File: src/rtl/controlador.sv
// rtl/controlador.sv - microprogrammed sequencer: 5-bit uPC over a fixed 32-word microcode ROM
//
// Ports:
//   clk                     rising-edge clock
//   rst                     asynchronous active-low reset; forces uPC to 0
//   Condicion1..Condicion6  branch conditions, sampled at the rising edge of clk
//   salida0..salida7        output code S = {salida7..salida0}, decoded from ROM[uPC]
//
// Microword layout: [15:8] output code, [7:5] sequencing select, [4:0] branch address.
//   sel = 0     : uPC + 1
//   sel = 1..6  : branch to BR when Condicion[sel] is high, otherwise hold
//   sel = 7     : unconditional branch to BR
module controlador (
    input  logic clk,
    input  logic rst,
    input  logic Condicion1,
    input  logic Condicion2,
    input  logic Condicion3,
    input  logic Condicion4,
    input  logic Condicion5,
    input  logic Condicion6,
    output logic salida0,
    output logic salida1,
    output logic salida2,
    output logic salida3,
    output logic salida4,
    output logic salida5,
    output logic salida6,
    output logic salida7
);

    logic [4:0]  upc;
    logic [4:0]  upc_next;
    logic [15:0] uword;
    logic [7:0]  s_code;
    logic [2:0]  sel;
    logic [4:0]  br;
    logic [7:0]  cond;

    // Demo program: W_k waits on Ck at 3(k-1), then A_k / B_k fall through
    // to W_(k+1). W_7 at 18 shows 0x66 and restarts on C1.
    always_comb begin
        case (upc)
            5'd0:    uword = 16'h0021;
            5'd1:    uword = 16'h0100;
            5'd2:    uword = 16'h1000;
            5'd3:    uword = 16'h1144;
            5'd4:    uword = 16'h0200;
            5'd5:    uword = 16'h2000;
            5'd6:    uword = 16'h2267;
            5'd7:    uword = 16'h0300;
            5'd8:    uword = 16'h3000;
            5'd9:    uword = 16'h338A;
            5'd10:   uword = 16'h0400;
            5'd11:   uword = 16'h4000;
            5'd12:   uword = 16'h44AD;
            5'd13:   uword = 16'h0500;
            5'd14:   uword = 16'h5000;
            5'd15:   uword = 16'h55D0;
            5'd16:   uword = 16'h0600;
            5'd17:   uword = 16'h6000;
            5'd18:   uword = 16'h6620;
            // Unused words: output 0x00 and jump straight back to address 0.
            default: uword = 16'h00E0;
        endcase
    end

    assign s_code = uword[15:8];
    assign sel    = uword[7:5];
    assign br     = uword[4:0];

    // Padded so cond[sel] lines up with Condicion<sel>; bits 0 and 7 are
    // never consulted because sel 0 and 7 are handled explicitly below.
    assign cond = {1'b0, Condicion6, Condicion5, Condicion4,
                   Condicion3, Condicion2, Condicion1, 1'b0};

    always_comb begin
        upc_next = upc;
        case (sel)
            3'd0:    upc_next = upc + 5'd1;
            3'd7:    upc_next = br;
            default: begin
                if (cond[sel]) begin
                    upc_next = br;
                end
            end
        endcase
    end

    always_ff @(posedge clk or negedge rst) begin
        if (!rst) begin
            upc <= 5'd0;
        end else begin
            upc <= upc_next;
        end
    end

    assign {salida7, salida6, salida5, salida4,
            salida3, salida2, salida1, salida0} = s_code;

endmodule

File: config.mk
export PLATFORM = sky130hd
export DESIGN_NAME = controlador
export DESIGN_NICKNAME = d
export VERILOG_FILES = /design/src/rtl/controlador.sv
export SDC_FILE = /design/constraint.sdc
export NUM_CORES = 1
export LEC_CHECK = 0
export CORE_MARGIN = 2
export CORE_UTILIZATION = 54
export CTS_CLUSTER_SIZE = 16
export DETAILED_ROUTE_END_ITERATION = 10
export HOLD_SLACK_MARGIN = 0.05
export PLACE_DENSITY_LB_ADDON = 0.1
export SLEW_MARGIN = 0
export SYNTH_ARGS = -nofsm -noshare
export SYNTH_HDL_FRONTEND = slang
export SYNTH_SLANG_ARGS = --single-unit
File: constraint.sdc
create_clock -name clk -period 4.7 [get_ports clk]
set_input_delay 0.47 -clock clk [delete_from_list [all_inputs] [get_ports clk]]
set_output_delay 0.47 -clock clk [all_outputs]
set_load 0.02 [all_outputs]
==> impl_metrics.ini <==
[final_layout]
fin_cells = 126
area_growth_syn_to_layout_pct = 17.9
top_regs = upc: 5 flops
n_fill_cell = 112
diodes = 0
drive_gt1_share_pct = 9.01
most-common-layout-cells = 13 x clkdlybuf4s50_1, 12 x ha_1, 11 x inv_1
final_util_pct = 70.1
top_register = upc
layout_commonest_cell = clkdlybuf4s50_1
nets = 132
largest_register_ff_count = 5

[worst_setup_path]
reg2regPathDepth = 8
cp-start-kind = flop
crit_path_end_kind = flop
critical_path_class = flop to flop
r2r_start = upc[0]
cp_data_required_time_ns = 4.82
reg2reg_to = upc[0]
path_max_fanout = 10
regToRegSetupSlack_ns = 1.30
startpoint = upc[0]
critPathArrivalTime_ns = 3.53

[route]
met1Wirelength_um = 886
antenna_left = 0
wl_um = 1790
routedWlPerCell_um = 14.2
highest_layer = met4
via_per_inst = 5.94
drt-initial-drc-count = 41
drc = 0
wl_met3_um = 98
via_count = 748
dr.pass1.iters = 6
wl_met2_um = 789

[sta]
fin_crit_sh_pct = 72.4
setup_violations = 0
drv_slew = 0
setup_tns_ns = 0
max-slew-margin-rel_pct = 44.3
hold_violations = 0
setup_ws_ns = 1.30
min_period_ns = 3.40
worst_slew_pin_slew_ns = 0.835
skew_ns = 0.00619
fmax_ghz = 0.294
rsz0062_at_grt = false

[pwr]
power.density_nw_per_um2 = 847
power_frac_seq_pct = 16.8
total_power_uw = 801
comb_power_share_pct = 76.8
p_sw_uw = 408
netSwitchingFraction_pct = 51.0
vdd_drop_max_mv = 0.398
power_frac_clock_pct = 6.4
power.leakage_nw = 0.435
intPower_uw = 392

[global_route]
antenna_found_initial = 0
grt_max_degree = 21
grt_pass1_wl_um = 3140
grt-ovfl-total = 0
grtUsageTotal_pct = 22.3
grt_pass1_vias = 720

[cts]
hold_buffers = 0
cts_tree = done
clk_pin_slew_worst_paths_ns = 0.05
clock_path_buffers = 2
cts-root-buf = clkbuf_4
cts.htree.levels = 1
cts_sinks = 5
clock_latency_ns = 0.25
cts_setup_buffers = 0
cts_resized = 0
cts_buffers = 3

[yosys]
yosys.area.top_type = ha_1
yosysUniqueCellTypes = 30
ys_seq_area_share_pct = 15.6
syn_area_um2 = 802
synth_top_area_share_pct = 18.7
yosys_warnings = 0
synth_seq_cells = 5
avgSynthCellArea_um2 = 8.02
synthCells = 100
synthTopCellsByArea = ha_1 19%, dfrtp_1 16%, mux2i_1 7.5%, mux2_2 7.0%, inv_1 5.1%

[placement]
dp_hpwl_um = 1300
dp_cells = 122
dp_slack_ns = 1.36
io_buffers = 13
place_congestion = 0.850

[worst_hold_path]
hp-class = input pin to asynchronous set/reset pin

[floorplanning]
die_w_um = 42.5
core_area_um2 = 1350
io_pins = 16
die_h_um = 42.5
start_util_pct = 59.4
rows = 13
die_area_um2 = 1810

[job]
cap_violations = 0

[run_status]
status = finished clean
Yosys cell counts:
cell type and instances:
ha_1 12, inv_1 11, nor2_1 8, nand2_1 7, mux2i_1 6, a22oi_1 5, dfrtp_1 5, mux2_2 5
o22ai_1 5, a21oi_1 4, a222oi_1 3, clkbuf_1 3, nand2b_1 3, o21ai_0 3, a31oi_1 2, buf_4 2
nand3_1 2, nor2b_1 2, a221oi_2 1, and2_1 1, buf_1 1, buf_2 1, conb_1 1, mux2_4 1
nand4_1 1, o21ba_1 1, o21bai_1 1, o32ai_1 1, xnor2_1 1, xor2_1 1
worst max-delay path by stage:
| stage | cells after the start | to | slack [ns] |
|---|---|---|---|
| final | 8 | upc[0] | 1.30 |
| after global routing | 8 | upc[0] | 1.12 |
| after global placement | 8 | upc[3] | 1.42 |
| after detailed placement | 8 | upc[0] | 1.36 |
| after floorplan | 8 | upc[0] | 1.72 |
| after CTS | 8 | upc[0] | 1.31 |
through the flow:
step,area [um^2],hold WS (ns)
floorplan,806,0.174
global placement,920,0.701
detailed placement,920,0.707
CTS,946,0.443
global route,946,0.449
finish,946,0.444
final cells by class:
type / count / area (um^2) / share of cell area, %
multi-input combinational: 78 / 604 / 63.9
tap: 15 / 18.8 / 1.98
sequential: 5 / 125 / 13.2
timing repair buffer: 13 / 130 / 13.8
clock buffer: 4 / 26.3 / 2.78
inverter: 11 / 41.3 / 4.37
cell families after synthesis:
| group | Yosys count | synth area share (%) |
|---|---|---|
| mux | 12 | 16.4 |
| fa+ha+maj | 12 | 18.7 |
| other cells | 1 | 0.468 |
| buf+inv | 18 | 9.51 |
| simple gates | 24 | 13.7 |
| compound gates | 26 | 23.4 |
| xor+xnor | 2 | 2.18 |
| flops | 5 | 15.6 |
power groups by stage:
stage               Combinational [mW]  Sequential, mW  Clock, mW
floorplan                        0.495          0.0895          0
global placement                 0.601           0.133          0
detailed placement               0.607           0.134          0
CTS                              0.612           0.134     0.0530
global route                     0.674           0.144     0.0578
finish                           0.615           0.134     0.0511
metal layers:
metal	GRT usage [%]	up-vias
met5	0	-
met4	6.88	0
met3	5.60	2
met2	34.2	31
met1	30.5	338
li1	-	377
critical path, stage by stage (launching register included):
cell and delay, ns:
dfrtp_1 0.55, inv_1 0.15, ha_1 0.32, mux2_4 0.28
a222oi_1 0.73, mux2i_1 0.28, mux2i_1 0.11, a221oi_2 0.47
mux2_2 0.39
Power figures use the tool's default switching activity.
==> variant: new RTL, same flow settings <==
Register the output `salida4`, without a reset; this adds one clock of latency there. The other outputs are not delayed to match.
--- a/src/rtl/controlador.sv
+++ b/src/rtl/controlador.sv
@@ -29,4 +29,6 @@
     output logic salida7
 );
+
+    logic salida4_d;
 
     logic [4:0]  upc;
@@ -96,6 +98,10 @@
     end
 
-    assign {salida7, salida6, salida5, salida4,
+    assign {salida7, salida6, salida5, salida4_d,
             salida3, salida2, salida1, salida0} = s_code;
+
+    always_ff @(posedge clk) begin
+        salida4 <= salida4_d;
+    end
 
 endmodule
Formal check against the unedited RTL: not equivalent (a bounded check fails within 4 cycles, from zero or initial values and one cycle with rst low).
==> variant against the unedited design <==
Maximum frequency is 12% higher. Critical path depth stayed put. Worst setup slack better by 0.37 ns. Wire length is 3.6% higher. Sequential cell count is 1 higher. Synthesized cell count is 7.0% higher. Worst hold slack worse by 0.0094 ns. Design area is 7.1% higher. Global-route usage is 1.6 points lower. Power is 4.1% higher. First-iteration DRC count is 76% lower. Area after synthesis is 9.2% higher.
==> variant: results (changes against the unedited design) <==
<table>
<tr><th>Metric</th><th>Value</th></tr>
<tr><th colspan="2">Final layout</th></tr>
<tr><td>Total number of nets in the final design</td><td>138 (+4.5%)</td></tr>
<tr><td>Fraction of final layout cells sized beyond drive strength 1</td><td>8.55% (-0.46 points)</td></tr>
<tr><td>Largest regs</td><td>upc: 5 flops, salida4: 1 flops</td></tr>
<tr><th colspan="2">Global route</th></tr>
<tr><td>Met1 usage</td><td>27.0% (-3.5 points)</td></tr>
<tr><td>Pin count of the biggest net entering global routing</td><td>20 (-4.8%)</td></tr>
<tr><td>Total track usage</td><td>20.7% (-1.6 points)</td></tr>
<tr><td>Wire length of the first global-routing pass</td><td>3080 um (-2.0%)</td></tr>
<tr><td>Vias in the first global route</td><td>727 (+0.97%)</td></tr>
<tr><th colspan="2">Setup path</th></tr>
<tr><td>Category of cells accounting for the largest share of critical-path delay</td><td>flip-flops</td></tr>
<tr><td>Data arrival, critical path</td><td>3.15 ns (-0.38 ns)</td></tr>
<tr><td>Critical Path Fanout Max</td><td>18 (+8)</td></tr>
<tr><td>Cell type of the slowest stage on the worst timing path</td><td>sky130_fd_sc_hd__dfrtp_1</td></tr>
<tr><th colspan="2">Detailed routing</th></tr>
<tr><td>Routed wire length per instance</td><td>13.9 um (-1.9%)</td></tr>
<tr><td>Number of vias in the routed layout</td><td>761 (+1.7%)</td></tr>
<tr><td>Iteration-0 DRC Markers</td><td>10 (-76%)</td></tr>
<tr><td>Via density per instance</td><td>5.72 (-3.6%)</td></tr>
<tr><td>DRT Pass-1 Iters</td><td>4 (-2)</td></tr>
<tr><th colspan="2">STA</th></tr>
<tr><td>Relative slew margins</td><td>54.4% (+10 points)</td></tr>
<tr><td>Clock skew</td><td>0.0147 ns (+0.00849 ns)</td></tr>
<tr><th colspan="2">Synth</th></tr>
<tr><td>Ys async rst share</td><td>83.3% (-17 points)</td></tr>
<tr><td>Count of unique library cells instantiated by Yosys</td><td>39 (+30%)</td></tr>
<tr><td>Commonest cells in the netlist</td><td>sky130_fd_sc_hd__ha_1, sky130_fd_sc_hd__nand2_1, sky130_fd_sc_hd__nor2_1, sky130_fd_sc_hd__inv_1, sky130_fd_sc_hd__a21oi_1</td></tr>
<tr><td>Synth top area cells</td><td>sky130_fd_sc_hd__ha_1, sky130_fd_sc_hd__dfrtp_1, sky130_fd_sc_hd__mux2_2</td></tr>
<tr><td>Portion of the post-synthesis area used by sequential elements</td><td>16.6% (+0.97 points)</td></tr>
<tr><td>Post-Synthesis Mean Instance Area</td><td>8.19 sq um (+2.1%)</td></tr>
<tr><th colspan="2">Pwr</th></tr>
<tr><td>IR drop worst, VDD</td><td>433 uV (+8.6%)</td></tr>
<tr><th colspan="2">Placement</th></tr>
<tr><td>Final RePlAce weighted congestion</td><td>0.833 (-2.0%)</td></tr>
<tr><td>Placed cells</td><td>129 (+5.7%)</td></tr>
<tr><th colspan="2">Outcome</th></tr>
<tr><td>Result of the run</td><td>completed</td></tr>
</table>
-- variant: per-stage QoR --
step,hold slack (ns),setup slack [ns],utilization (%)
after detailed placement,0.714,1.71,65.5
after CTS,0.449,1.69,67.3
final,0.434,1.67,67.3
after global placement,0.704,1.82,65.5
after global routing,0.444,1.48,67.3
after floorplan,0.174,1.92,-
-- variant: logic make-up after synthesis --
logic type	count (synthesis)	synth area share, %
and+or+nand+nor	35	19.7
AOI/OAI and AO/OA	25	23.4
buffers and inverters	16	8.28
adders and majority gates	12	17.1
muxes	9	11.4
DFF	6	16.6
xor gates and xnor gates	3	3.00
other	1	0.428
-- variant: worst paths after layout --
check,to,slack (ns),from,depth (start not counted)
max in group asynchronous,upc[0]$_DFFE_PN0P_,4.06,rst,1
min,upc[3]$_DFFE_PN0P_,0.43,rst,1
max reg2reg,upc[0]$_DFFE_PN0P_,1.67,upc[2]$_DFFE_PN0P_,8
max,upc[0]$_DFFE_PN0P_,1.67,upc[2]$_DFFE_PN0P_,8
min reg2reg,upc[0]$_DFFE_PN0P_,0.81,upc[0]$_DFFE_PN0P_,1
min in group clk,upc[0]$_DFFE_PN0P_,0.81,upc[0]$_DFFE_PN0P_,1
-- variant: area by class of cell --
type | count | area (sq um)
repair buffers | 13 | 130
multi-input cells | 86 | 662
clock buffers | 4 | 26.3
flip-flops and latches | 6 | 145
inverters | 8 | 30.0
fillers | 135 | 493
well taps | 16 | 20.0
-- variant: report_power, final --
part	switching (mW)	internal (mW)
logic	0.325	0.296
clock network	0.0219	0.0324
registers	0.0814	0.0772
total	0.429	0.405
-- variant: per-layer routing --
| layer | wire length, um | up-vias |
|---|---|---|
| met2 | 884 | 13 |
| met4 | 0 | 0 |
| li1 | - | 390 |
| met1 | 898 | 358 |
| met5 | 0 | - |
| met3 | 66 | 0 |
